[src/rtl/mc_pkg.sv]
// Shared encodings for the mc_ctrl multi-cycle sequencer: states, op_type classes,
// mux selects, trap causes and the decoded control word.
package mc_pkg;

    localparam int unsigned OPT_W_DEF = 6;

    typedef enum logic [2:0] {
        ST_FETCH  = 3'd0,
        ST_DECODE = 3'd1,
        ST_EXEC   = 3'd2,
        ST_MEM    = 3'd3,
        ST_WB     = 3'd4,
        ST_TRAP   = 3'd5
    } state_e;

    // op_type classes produced by the instruction recoder
    localparam int unsigned OP_NOP  = 0;
    localparam int unsigned OP_ALU  = 1;
    localparam int unsigned OP_ALUI = 2;
    localparam int unsigned OP_LW   = 3;
    localparam int unsigned OP_SW   = 4;
    localparam int unsigned OP_B    = 5;
    localparam int unsigned OP_BC   = 6;
    localparam int unsigned OP_JR   = 7;
    localparam int unsigned OP_JALR = 8;
    localparam int unsigned OP_CMP  = 9;
    localparam int unsigned OP_MT   = 10;
    localparam int unsigned OP_INT  = 11;

    localparam logic [1:0] PC_INC = 2'd0;
    localparam logic [1:0] PC_BR  = 2'd1;
    localparam logic [1:0] PC_REG = 2'd2;
    localparam logic [1:0] PC_VEC = 2'd3;

    localparam logic [1:0] WS_ALU  = 2'd0;
    localparam logic [1:0] WS_MEM  = 2'd1;
    localparam logic [1:0] WS_LINK = 2'd2;
    localparam logic [1:0] WS_SPEC = 2'd3;

    localparam logic [1:0] TC_IRQ = 2'd0;
    localparam logic [1:0] TC_INT = 2'd1;
    localparam logic [1:0] TC_ILL = 2'd2;
    localparam logic [1:0] TC_BUS = 2'd3;

    typedef struct packed {
        logic       mem_req;
        logic       mem_we;
        logic       mem_sel;
        logic       ir_we;
        logic       pc_we;
        logic [1:0] pc_src;
        logic       alu_en;
        logic       rf_we;
        logic [1:0] rf_wsel;
        logic [1:0] trap_cause;
        logic       busy;
    } ctrl_t;

    // Register-file write source for classes that finish in WB
    function automatic logic [1:0] wb_src(input int unsigned opc);
        logic [1:0] sel;
        sel = WS_ALU;
        if (opc == OP_LW) begin
            sel = WS_MEM;
        end else if (opc == OP_CMP || opc == OP_MT) begin
            sel = WS_SPEC;
        end
        return sel;
    endfunction

endpackage

[src/rtl/mc_wait_timer.sv]
// Memory wait-cycle counter: counts stalled request cycles and flags the cycle
// in which the MAX_WAIT-th consecutive stall occurs (MAX_WAIT = 0 never times out).
module mc_wait_timer #(
    parameter int unsigned MAX_WAIT = 15
) (
    input  logic clk,
    input  logic rst_n,
    input  logic clr_i,
    input  logic en_i,
    output logic timeout_c
);

    localparam int unsigned     CNT_W = (MAX_WAIT > 1) ? $clog2(MAX_WAIT) : 1;
    localparam logic [CNT_W-1:0] LAST = CNT_W'(MAX_WAIT - 1);

    logic [CNT_W-1:0] cnt_q;
    logic [CNT_W-1:0] cnt_d;

    always_comb begin
        cnt_d = cnt_q;
        if (clr_i) begin
            cnt_d = '0;
        end else if (en_i) begin
            cnt_d = cnt_q + CNT_W'(1);
        end
    end

    always_ff @(posedge clk or negedge rst_n) begin
        if (!rst_n) begin
            cnt_q <= '0;
        end else begin
            cnt_q <= cnt_d;
        end
    end

    assign timeout_c = (MAX_WAIT != 0) && en_i && (cnt_q == LAST);

endmodule

[src/rtl/mc_ctrl.sv]
// Multi-cycle control sequencer: walks each instruction through FETCH/DECODE/EXEC/MEM/WB,
// owns the single memory port and handles interrupt/trap entry.
module mc_ctrl
    import mc_pkg::*;
#(
    parameter int unsigned OPT_W    = OPT_W_DEF,
    parameter int unsigned MAX_WAIT = 15
) (
    input  logic             clk,
    input  logic             rst_n,
    input  logic [OPT_W-1:0] op_type,
    input  logic             branch_taken,
    input  logic             irq,
    input  logic             int_en,
    input  logic             mem_ack,
    output logic             mem_req,
    output logic             mem_we,
    output logic             mem_sel,
    output logic             ir_we,
    output logic             pc_we,
    output logic [1:0]       pc_src,
    output logic             alu_en,
    output logic             rf_we,
    output logic [1:0]       rf_wsel,
    output logic [1:0]       trap_cause,
    output logic [2:0]       state_o,
    output logic             busy
);

    state_e           state_q;
    state_e           state_d;
    logic [OPT_W-1:0] opc_q;
    logic [OPT_W-1:0] opc_d;
    logic [1:0]       cause_q;
    logic [1:0]       cause_d;
    ctrl_t            ctrl_c;
    ctrl_t            ctrl;
    logic             wait_en;
    logic             wait_clr;
    logic             timeout_c;

    mc_wait_timer #(
        .MAX_WAIT (MAX_WAIT)
    ) u_wait (
        .clk       (clk),
        .rst_n     (rst_n),
        .clr_i     (wait_clr),
        .en_i      (wait_en),
        .timeout_c (timeout_c)
    );

    // Next state and Moore control decode; write strobes follow the same-cycle transition
    always_comb begin
        state_d     = state_q;
        opc_d       = opc_q;
        cause_d     = cause_q;
        ctrl_c      = '0;
        ctrl_c.busy = 1'b1;
        wait_en     = 1'b0;

        case (state_q)
            ST_FETCH: begin
                ctrl_c.mem_req = 1'b1;
                ctrl_c.busy    = mem_ack;
                wait_en        = ~mem_ack;
                if (mem_ack) begin
                    ctrl_c.ir_we  = 1'b1;
                    ctrl_c.pc_we  = 1'b1;
                    ctrl_c.pc_src = PC_INC;
                    state_d       = ST_DECODE;
                end else if (timeout_c) begin
                    cause_d = TC_BUS;
                    state_d = ST_TRAP;
                end
            end

            ST_DECODE: begin
                opc_d = op_type;
                if (op_type == OPT_W'(OP_NOP)) begin
                    state_d = ST_FETCH;
                end else if (op_type == OPT_W'(OP_INT)) begin
                    cause_d = TC_INT;
                    state_d = ST_TRAP;
                end else if (op_type > OPT_W'(OP_INT)) begin
                    cause_d = TC_ILL;
                    state_d = ST_TRAP;
                end else begin
                    state_d = ST_EXEC;
                end
            end

            ST_EXEC: begin
                ctrl_c.alu_en = 1'b1;
                state_d       = ST_FETCH;
                case (opc_q)
                    OPT_W'(OP_ALU), OPT_W'(OP_ALUI),
                    OPT_W'(OP_CMP), OPT_W'(OP_MT): begin
                        state_d = ST_WB;
                    end
                    OPT_W'(OP_LW), OPT_W'(OP_SW): begin
                        state_d = ST_MEM;
                    end
                    OPT_W'(OP_B): begin
                        ctrl_c.pc_we  = 1'b1;
                        ctrl_c.pc_src = PC_BR;
                    end
                    OPT_W'(OP_BC): begin
                        ctrl_c.pc_we  = branch_taken;
                        ctrl_c.pc_src = PC_BR;
                    end
                    OPT_W'(OP_JR): begin
                        ctrl_c.pc_we  = 1'b1;
                        ctrl_c.pc_src = PC_REG;
                    end
                    OPT_W'(OP_JALR): begin
                        ctrl_c.pc_we   = 1'b1;
                        ctrl_c.pc_src  = PC_REG;
                        ctrl_c.rf_we   = 1'b1;
                        ctrl_c.rf_wsel = WS_LINK;
                    end
                    default: begin
                        state_d = ST_FETCH;
                    end
                endcase
            end

            ST_MEM: begin
                ctrl_c.mem_req = 1'b1;
                ctrl_c.mem_sel = 1'b1;
                ctrl_c.mem_we  = (opc_q == OPT_W'(OP_SW));
                wait_en        = ~mem_ack;
                if (mem_ack) begin
                    state_d = (opc_q == OPT_W'(OP_LW)) ? ST_WB : ST_FETCH;
                end else if (timeout_c) begin
                    cause_d = TC_BUS;
                    state_d = ST_TRAP;
                end
            end

            ST_WB: begin
                ctrl_c.rf_we   = 1'b1;
                ctrl_c.rf_wsel = wb_src(32'(opc_q));
                state_d        = ST_FETCH;
            end

            ST_TRAP: begin
                ctrl_c.pc_we      = 1'b1;
                ctrl_c.pc_src     = PC_VEC;
                ctrl_c.rf_we      = 1'b1;
                ctrl_c.rf_wsel    = WS_SPEC;
                ctrl_c.trap_cause = cause_q;
                state_d           = ST_FETCH;
            end

            default: begin
                state_d = ST_FETCH;
            end
        endcase

        // Pending interrupt diverts an instruction's return to FETCH; the handler's
        // own first fetch (leaving TRAP) is never preempted.
        if (state_d == ST_FETCH && state_q != ST_FETCH && state_q != ST_TRAP &&
            irq && int_en) begin
            cause_d = TC_IRQ;
            state_d = ST_TRAP;
        end
    end

    assign wait_clr = (state_d != state_q);

    always_ff @(posedge clk or negedge rst_n) begin
        if (!rst_n) begin
            state_q <= ST_FETCH;
            opc_q   <= '0;
            cause_q <= TC_IRQ;
        end else begin
            state_q <= state_d;
            opc_q   <= opc_d;
            cause_q <= cause_d;
        end
    end

    // Reset forces every control output low at once, including an in-flight mem_req
    assign ctrl = rst_n ? ctrl_c : '0;

    assign mem_req    = ctrl.mem_req;
    assign mem_we     = ctrl.mem_we;
    assign mem_sel    = ctrl.mem_sel;
    assign ir_we      = ctrl.ir_we;
    assign pc_we      = ctrl.pc_we;
    assign pc_src     = ctrl.pc_src;
    assign alu_en     = ctrl.alu_en;
    assign rf_we      = ctrl.rf_we;
    assign rf_wsel    = ctrl.rf_wsel;
    assign trap_cause = ctrl.trap_cause;
    assign busy       = ctrl.busy;
    assign state_o    = state_q;

endmodule
[config.mk]
export PLATFORM = sky130hd
export DESIGN_NAME = mc_ctrl
export DESIGN_NICKNAME = d
export VERILOG_FILES = /design/src/rtl/mc_pkg.sv /design/src/rtl/mc_wait_timer.sv /design/src/rtl/mc_ctrl.sv
export SDC_FILE = /design/constraint.sdc
export NUM_CORES = 1
export LEC_CHECK = 0
export ABC_AREA = 1
export CORE_MARGIN = 2
export CORE_UTILIZATION = 55
export CTS_BUF_LIST = sky130_fd_sc_hd__clkbuf_8 sky130_fd_sc_hd__clkbuf_16
export DETAILED_ROUTE_END_ITERATION = 8
export DONT_BUFFER_PORTS = 1
export MAX_ROUTING_LAYER = met4
export PLACE_DENSITY = 0.7
export SYNTH_ARGS = -nofsm -noshare
export SYNTH_HDL_FRONTEND = slang
export SYNTH_SLANG_ARGS = --single-unit
[constraint.sdc]
create_clock -name clk -period 2 [get_ports clk]
set_input_delay 0.4 -clock clk [delete_from_list [all_inputs] [get_ports clk]]
set_output_delay 0.4 -clock clk [all_outputs]
set_load 0.01 [all_outputs]
Word-level counts from Yosys, hierarchy flattened
Cells that the tools add are included.

Flip-flop bits (word level): 15. Input port bits: 12. Output and inout port bits: 17. Word-level logic and storage cells: 81.

Add/subtract/negate cells: 1. Magnitude comparators: 1. Eq/ne operators: 23. Multiplexer cells: 34. Bitwise operators: 1. Reduce and logical (&&, ||, !) cells: 17.

Operator list (count): 3-bit 2-to-1 mux (9); 3-bit one-hot mux with 3 select lines (3); 6-bit by 3-bit == test with 1-bit output (second input constant) (4); 6-bit by 4-bit == test with 1-bit output (second input constant) (4); 2-bit 2-to-1 mux (10); 14-bit 2-to-1 mux (1); 6-bit by 2-bit == test with 1-bit output (second input constant) (2); 4-bit 2-to-1 mux (3); 3-bit one-hot mux with 4 select lines (1); 3-bit by 2-bit == test with 1-bit output (second input constant) (2); 3-bit == test (second input constant) (2); 6-bit by 1-bit == test with 1-bit output (second input constant) (1); 6-bit by 4-bit greater-than comparator with 1-bit output (second input constant) (1); 3-bit logical NOT (2); 6-bit logical NOT (1); 3-bit inequality test (second input constant) (2); 3-bit one-hot mux with 2 select lines (1); 3-bit nonzero test (2); 2-bit OR reduction (3); 1-bit logical AND (5); 1-bit 2-to-1 mux (5); 5-bit AND reduction (1); 4-bit by 1-bit adder with 4-bit output (second input constant) (1); 4-bit == test (second input constant) (1); 10 further kinds (10).

Longest topological paths before layout
Gate-level depths: netlist of the first run.

Depth in word-level cells: 15. Mapped depth: 14.

Modules after synthesis
From an unflattened synthesis of the first run, not the netlist that was laid out.

Cell total of the unflattened synthesis: 184. Area total of the unflattened synthesis: 1184.9 um^2.

By module, submodules not included: mc_ctrl (instances 1, cells each 157, area an instance 963.4 um^2); mc_wait_timer (instances 1, cells each 27, area an instance 221.5 um^2).

Least setup slack after synthesis of the first run
OpenSTA, ideal clock, no wires.

Kind: reg-to-output. Start: register state_q[1], in the netlist state_o[1]. End: output port pc_we. Data arrival time: 1.333 ns. Setup slack: 0.267 ns. Cell stages (with the launch flop): 7. Buffers on the path: 0. Cell sequence: dfrtp_1 -> inv_2 -> nor3_4 -> nand2_1 -> inv_1 -> o211ai_1 -> a41oi_1.

Longest elaborated chain between the ends: 3. Elaborated cells on any way between the ends: 5. Classes of those cells: 2 x eq/ne; 2 x mux; 1 x reduce/logical.

Ends and longest elaborated chain: from (decl) (line mc_ctrl.sv:30) `state_e state_q;`; from (signal assigned) (line mc_ctrl.sv:177) `state_q <= state_d;`; 3-bit == test, or another cell as far along (line mc_ctrl.sv:61) `case (state_q)`; 3-bit one-hot mux with 3 select lines (*) (line mc_ctrl.sv:61); 14-bit 2-to-1 mux (*) (line mc_ctrl.sv:184) `assign ctrl = rst_n ? ctrl_c : '0;`; to (decl) (line mc_ctrl.sv:20) `output logic pc_we,`.

Mark *: on every way between the ends. The rest lies on a longest branch, timed or not.

Worst setup path in the final report of the first run
Start: register opc_q[4]. End: output port pc_we.

Longest elaborated chain between the ends: 5. Elaborated cells on any way between the ends: 8. Classes of those cells: 4 x eq/ne; 3 x mux; 1 x reduce/logical.

Ends and longest elaborated chain: from (decl) (line mc_ctrl.sv:32) `logic [OPT_W-1:0] opc_q;`; from (signal assigned) (line mc_ctrl.sv:178) `opc_q <= opc_d;`; 6-bit by 4-bit == test with 1-bit output or 6-bit by 3-bit == test with 1-bit output (tied branches) (line mc_ctrl.sv:95) `case (opc_q)`; 2-bit OR reduction (no line); 3-bit one-hot mux with 3 select lines (*) (line mc_ctrl.sv:95); 3-bit one-hot mux with 3 select lines (*) (line mc_ctrl.sv:61); 14-bit 2-to-1 mux (*) (line mc_ctrl.sv:184).

Marks and branches as above.

==> results.toml, run 1 <==
[floorplan]
die_w_um = 50.7
coreArea_um2 = 2000
row_count = 16
die_area_um2 = 2570
ios = 29
start_util = 0.599
die_h_um = 50.7

[cells_and_area]
fin_nets = 197
design_area_um2 = 1390
area_growth_pct = 15.4
final_common_cell = "nand2_1"
layout_common_cells = "nand2_1, nor2_1, inv_1, nand3_1, dfrtp_1"
drive_gt1_frac = 0.264
final_util = 0.692
antennaDiodeCount = 0

[timing]
max_slew.worst_pin.slew_ns = 0.679
maxSlewHeadroom = 0.546
hold_viol = 0
setup_viol = 0
finalMaxSlewViolations = 0
setup_tns_ns = 0
fmax_mhz = 522
clock_skew_ns = 0.00126
fin_crit_sh = 0.957
period_needed_ns = 1.91
rsz0062_at_grt = "true"

[hold_path]
holdPathEnd = "opc_q[5]$_DFFE_PN0P_"
hp-class = "input pin to register"
hold_start = "op_type[5]"
hold_depth = 2

[global_routing]
grt_pass1_vias = 1112
grt-ovfl-total = 0
grt_usage = 0.256
grt_antenna_before_repair = 0
grt_pass1_wl_um = 4770
grt_max_degree = 16

[yosys]
syn-mean-instance-area_um2 = 6.98
synth_async_sr_flop_share = 1.00
synthFlopType = "dfrtp_1"
synthDistinctLibCells = 33
syn_area_um2 = 1200
synthesis.nets = 186
yosysSeqAreaShare = 0.313
synthCells = 172
synth-edff-count = 0
synth-warning-count = 0
synth-seq-cells = 15

[placed_design]
portBuffers = 0
hpwl_um = 2240
placed_area_um2 = 1250
gp_congestion = 0.936

[power]
leakage_nw = 0.671
p_per_area_nw_per_um2 = 1410
ir_worst_vdd_v = 0.000992

[cts]
cts_tree = "done"
cts_root_buffer = "clkbuf_8"
clock_path_buffers = 2
clk_latency_ns = 0.24
path_clk_slew_ns = 0.06
h-tree-depth = 1
numCtsBuffers = 3
clock-sinks = 15

[critical_path]
cp-end-kind = "output pin"
r2r_end = "u_wait.cnt_q[3]$_DFFE_PN0P_"
startpoint_type = "register"
regToRegStartpoint = "state_o[1]$_DFF_PN0_"
ff2ff_path_depth = 14
worstPathRequired_ns = 1.60
cp_max_fo = 3
worstPathArrival_ns = 1.51
critical_path_class = "register to output pin"
rrSetupSlack_ns = 0.20

[detailed_routing]
dr.pass1.iters = 4
wl_um = 2870
vias = 1156
post_drt_wl_per_cell_um = 13.7
drt_iter0_drc = 27
drcViolationCount = 0
final_antenna_net_count = 0
drt-vias-per-instance = 5.53

[status]
outcome = "complete, no violations"

[flow_run]
max_cap_violations = 0
per-stage QoR:
stage                     hold WS (ns)  total power, mW  setup WS (ns)  cells
after global routing             0.281             2.13        -0.0220    209
after floorplan                  0.104             1.37          0.267    172
after CTS                        0.272             1.86        0.00163    206
after detailed placement         0.105             1.59          0.172    201
after global placement           0.105             1.56          0.199    201
final                            0.273             1.95         0.0855    209
critical path, stage by stage (launching register included):
cell	delay, ns
dfrtp_2	0.44
nor4_4	0.34
nand2_1	0.09
nand2_1	0.08
nand2_2	0.06
a41oi_2	0.26
power breakdown:
group	leakage [nW]	switching, mW	internal (mW)	total, mW
registers	0.185	0.189	0.431	0.619
logic	0.459	0.696	0.399	1.09
clock network	0.0269	0.100	0.136	0.236
how the worst max path moves through the flow:
stage | start | end | slack [ns] | cells after the start
global placement | opc_q[3]$_DFFE_PN0P_ | pc_we | 0.20 | 5
CTS | state_o[0]$_DFF_PN0_ | pc_we | 0.002 | 5
floorplan | state_o[1]$_DFF_PN0_ | pc_we | 0.27 | 6
global route | opc_q[4]$_DFFE_PN0P_ | pc_we | -0.02 | 5
finish | opc_q[4]$_DFFE_PN0P_ | pc_we | 0.09 | 5
detailed placement | opc_q[3]$_DFFE_PN0P_ | pc_we | 0.17 | 3
sequential cells by signal, indices dropped and copies added, names as in the netlist:
register,cells
cause_q,2
opc_q,6
state_o,3
u_wait.cnt_q,4
cells in the mapped netlist, drive strengths merged (2+ instances only):
master  count  share of area
a21oi       8          0.036
a31oi       2          0.010
clkbuf      2         0.0063
dfrtp      15           0.31
ha          2          0.021
inv        21          0.068
nand2      51           0.18
nand3      15          0.096
nand4       4          0.026
nor2       29           0.10
nor3        3          0.026
nor4        2          0.010
o21ai       9          0.047
xor2        2          0.015
cells by family after synthesis:
| family | share of synthesized area |
|---|---|
| AOI/OAI and AO/OA | 0.114 |
| buffers and inverters | 0.0865 |
| DFF | 0.313 |
| adders and majority gates | 0.0209 |
| xor gates and xnor gates | 0.0219 |
| and+or+nand+nor | 0.444 |
layer usage:
metal  routed length [um]  track usage
met1                 1300        0.326
met2                 1280        0.404
met3                  211       0.0476
met4                   75        0.104
met5                    0            -
cell type report:
type	count	area, um^2
repair buffers	9	70.1
clock buffers	3	41.3
fillers	190	617
flip-flops and latches	15	382
multi-input cells	132	769
clock inverters	1	3.75
well taps	27	33.8
inverters	22	85.1
timing repair:
action,4_1_cts,5_1_grt
hold endpoints to repair,15,0
pin swaps,0,4
setup buffers,0,3
resized for setup,3,12
cloned,0,0
hold buffers,1,0
setup endpoints to repair,3,7
Note: power is estimated with default switching activity, not from simulation.
==> inputs of run 2 (changes only) <==
- clock period: 2 -> 2.34 ns (I/O delays scaled with it)
==> run 2 against run 1 <==
  * Register-to-register slack gained 0.22 ns
  * Count of clock-buffer cells in the layout did not move
  * Sequential share of layout area up 1.5 points
  * Largest cell class unchanged
  * Sequential power decreased by 18%
  * Cell area shrank 6.7%
  * Critical path type unchanged
  * Final cell count decreased by 2.9%
==> results.toml, run 2 (synthesis results as in run 1) <==
[status]
outcome = "complete, no violations"

[critical_path]
crit_chain = "inv_2 > nor3_4 > nand2_1 > inv_1 > o211ai_1 > a41oi_1"
cp_top_family = "flip-flops"
regToRegStartpoint = "state_o[0]$_DFF_PN0_"
startpoint_type = "register"
cp_max_fo = 6
worstPathRequired_ns = 1.87
cp-end-kind = "output pin"
path_buf_inv = 2
worstPathArrival_ns = 1.75
startpoint = "state_o[1]$_DFF_PN0_"
critical_path_class = "register to output pin"
critical_path.slowest_cell = "dfrtp_1"
max_stage_delay_ns = 0.57

[timing]
fin_crit_sh = 0.946
period_needed_ns = 2.21
setup_viol = 0
setup_tns_ns = 0
hold_viol = 0
finalMaxSlewViolations = 0
max_slew.worst_pin.slew_ns = 0.696
maxSlewHeadroom = 0.534
fmax_mhz = 452
whs_ns = 0.341
clock_skew_ns = 0.00693
rsz0062_at_grt = "false"

[placed_design]
hpwl_um = 2050
gp_congestion = 0.921
portBuffers = 0

[floorplan]
ios = 29
die_area_um2 = 2570
die_w_um = 50.7
die_h_um = 50.7
row_count = 16
coreArea_um2 = 2000
start_util = 0.599

[global_routing]
grt_max_degree = 16
grt_pass1_wl_um = 4420
grt_antenna_before_repair = 0
grt-ovfl-total = 0
grt_usage = 0.235
grt_pass1_vias = 1040

[detailed_routing]
wl_um = 2650
vias = 1133
dr.pass1.iters = 4
drt_iter0_drc = 17
drcViolationCount = 0
final_antenna_net_count = 0
drt-vias-per-instance = 5.58
post_drt_wl_per_cell_um = 13.0

[hold_path]
hold_start = "op_type[5]"
hp-class = "input pin to register"

[cts]
cts_tree = "done"
numCtsBuffers = 3
clock-sinks = 15
h-tree-depth = 1
cts_root_buffer = "clkbuf_8"
clk_latency_ns = 0.25
clock_path_buffers = 2
path_clk_slew_ns = 0.06

[power]
leakage_nw = 0.639
p_per_area_nw_per_um2 = 1200
ir_worst_vdd_v = 0.000606

[cells_and_area]
regMostFlops = "opc_q"
layout_common_cells = "nand2_1, nor2_1, inv_1, dfrtp_1, nand3_1"
fillerInstances = 190
fin_nets = 191
drive_gt1_frac = 0.182
area_growth_pct = 7.72
antennaDiodeCount = 0
largest_register_ffs = 6
final_common_cell = "nand2_1"

[flow_run]
max_cap_violations = 0
## run 2: cell types whose count changed in the layout (fill, tap and decap cells not counted), sizes merged
| cell | delta |
|---|---|
| buf | -6 |
| clkinv | +1 |
| inv | -1 |
## run 2: stage by stage
stage          worst slack, ns  cell area, um^2  total power [mW]  std cells   util
2_1_floorplan            0.539             1200              1.17        172      -
3_3_place_gp             0.446             1230              1.31        198  0.614
3_5_place_dp             0.402             1230              1.32        198  0.614
4_1_cts                  0.119             1290              1.55        203  0.643
5_1_grt                0.00498             1290              1.71        203  0.646
6_report                 0.125             1290              1.55        203  0.646
## run 2: layout make-up
| class | instances | area (um^2) | share of cell area |
|---|---|---|---|
| Sequential cell | 15 | 375 | 0.290 |
| Inverter | 22 | 85.1 | 0.0658 |
| Timing Repair Buffer | 3 | 25.0 | 0.0194 |
| Tap cell | 27 | 33.8 | 0.0261 |
| Clock inverter | 1 | 5.00 | 0.00387 |
| Clock buffer | 3 | 41.3 | 0.0319 |
| Multi-Input combinational cell | 132 | 727 | 0.562 |
## run 2: worst paths after layout
check	endpoint	slack, ns	cells past startpoint
setup / recovery	pc_we	0.13	6
hold / removal	opc_q[5]$_DFFE_PN0P_	0.34	2
setup reg to reg	u_wait.cnt_q[3]$_DFFE_PN0P_	0.42	10
hold reg to reg	u_wait.cnt_q[0]$_DFFE_PN0P_	0.48	1
max in group asynchronous	opc_q[3]$_DFFE_PN0P_	1.19	1
min in group asynchronous	u_wait.cnt_q[1]$_DFFE_PN0P_	0.71	1
## run 2: repair_timing
action,in CTS,in global routing
hold buffers,1,0
resized for setup,0,1
buffers inserted,0,0
setup endpoints to repair,0,2
hold endpoints to repair,15,0
## run 2: power by group
part           leakage (nW)  total [mW]  switching (mW)  internal [mW]
Clock                0.0255       0.207          0.0891          0.118
Sequential            0.191       0.509           0.149          0.360
Combinational         0.422       0.838           0.556          0.281
## run 2: worst reg2reg max path, cell delays in order, from the launching register on
cell and delay, ns:
dfrtp_1 0.60, inv_2 0.11, nor3_2 0.26, nand3_1 0.23, nand3_2 0.15, nor2_2 0.06, nand2_2 0.08, nand3_1 0.07
nand2_1 0.07, nand3_2 0.12, nor2_1 0.11
## run 2: metal layers
layer / global-route usage / up-vias / part of all wire
li1: - / 565 / -
met1: 0.322 / 520 / 0.47
met3: 0.0387 / 5 / 0.070
met2: 0.362 / 43 / 0.45
met4: 0.0676 / 0 / 0.011
met5: - / - / 0
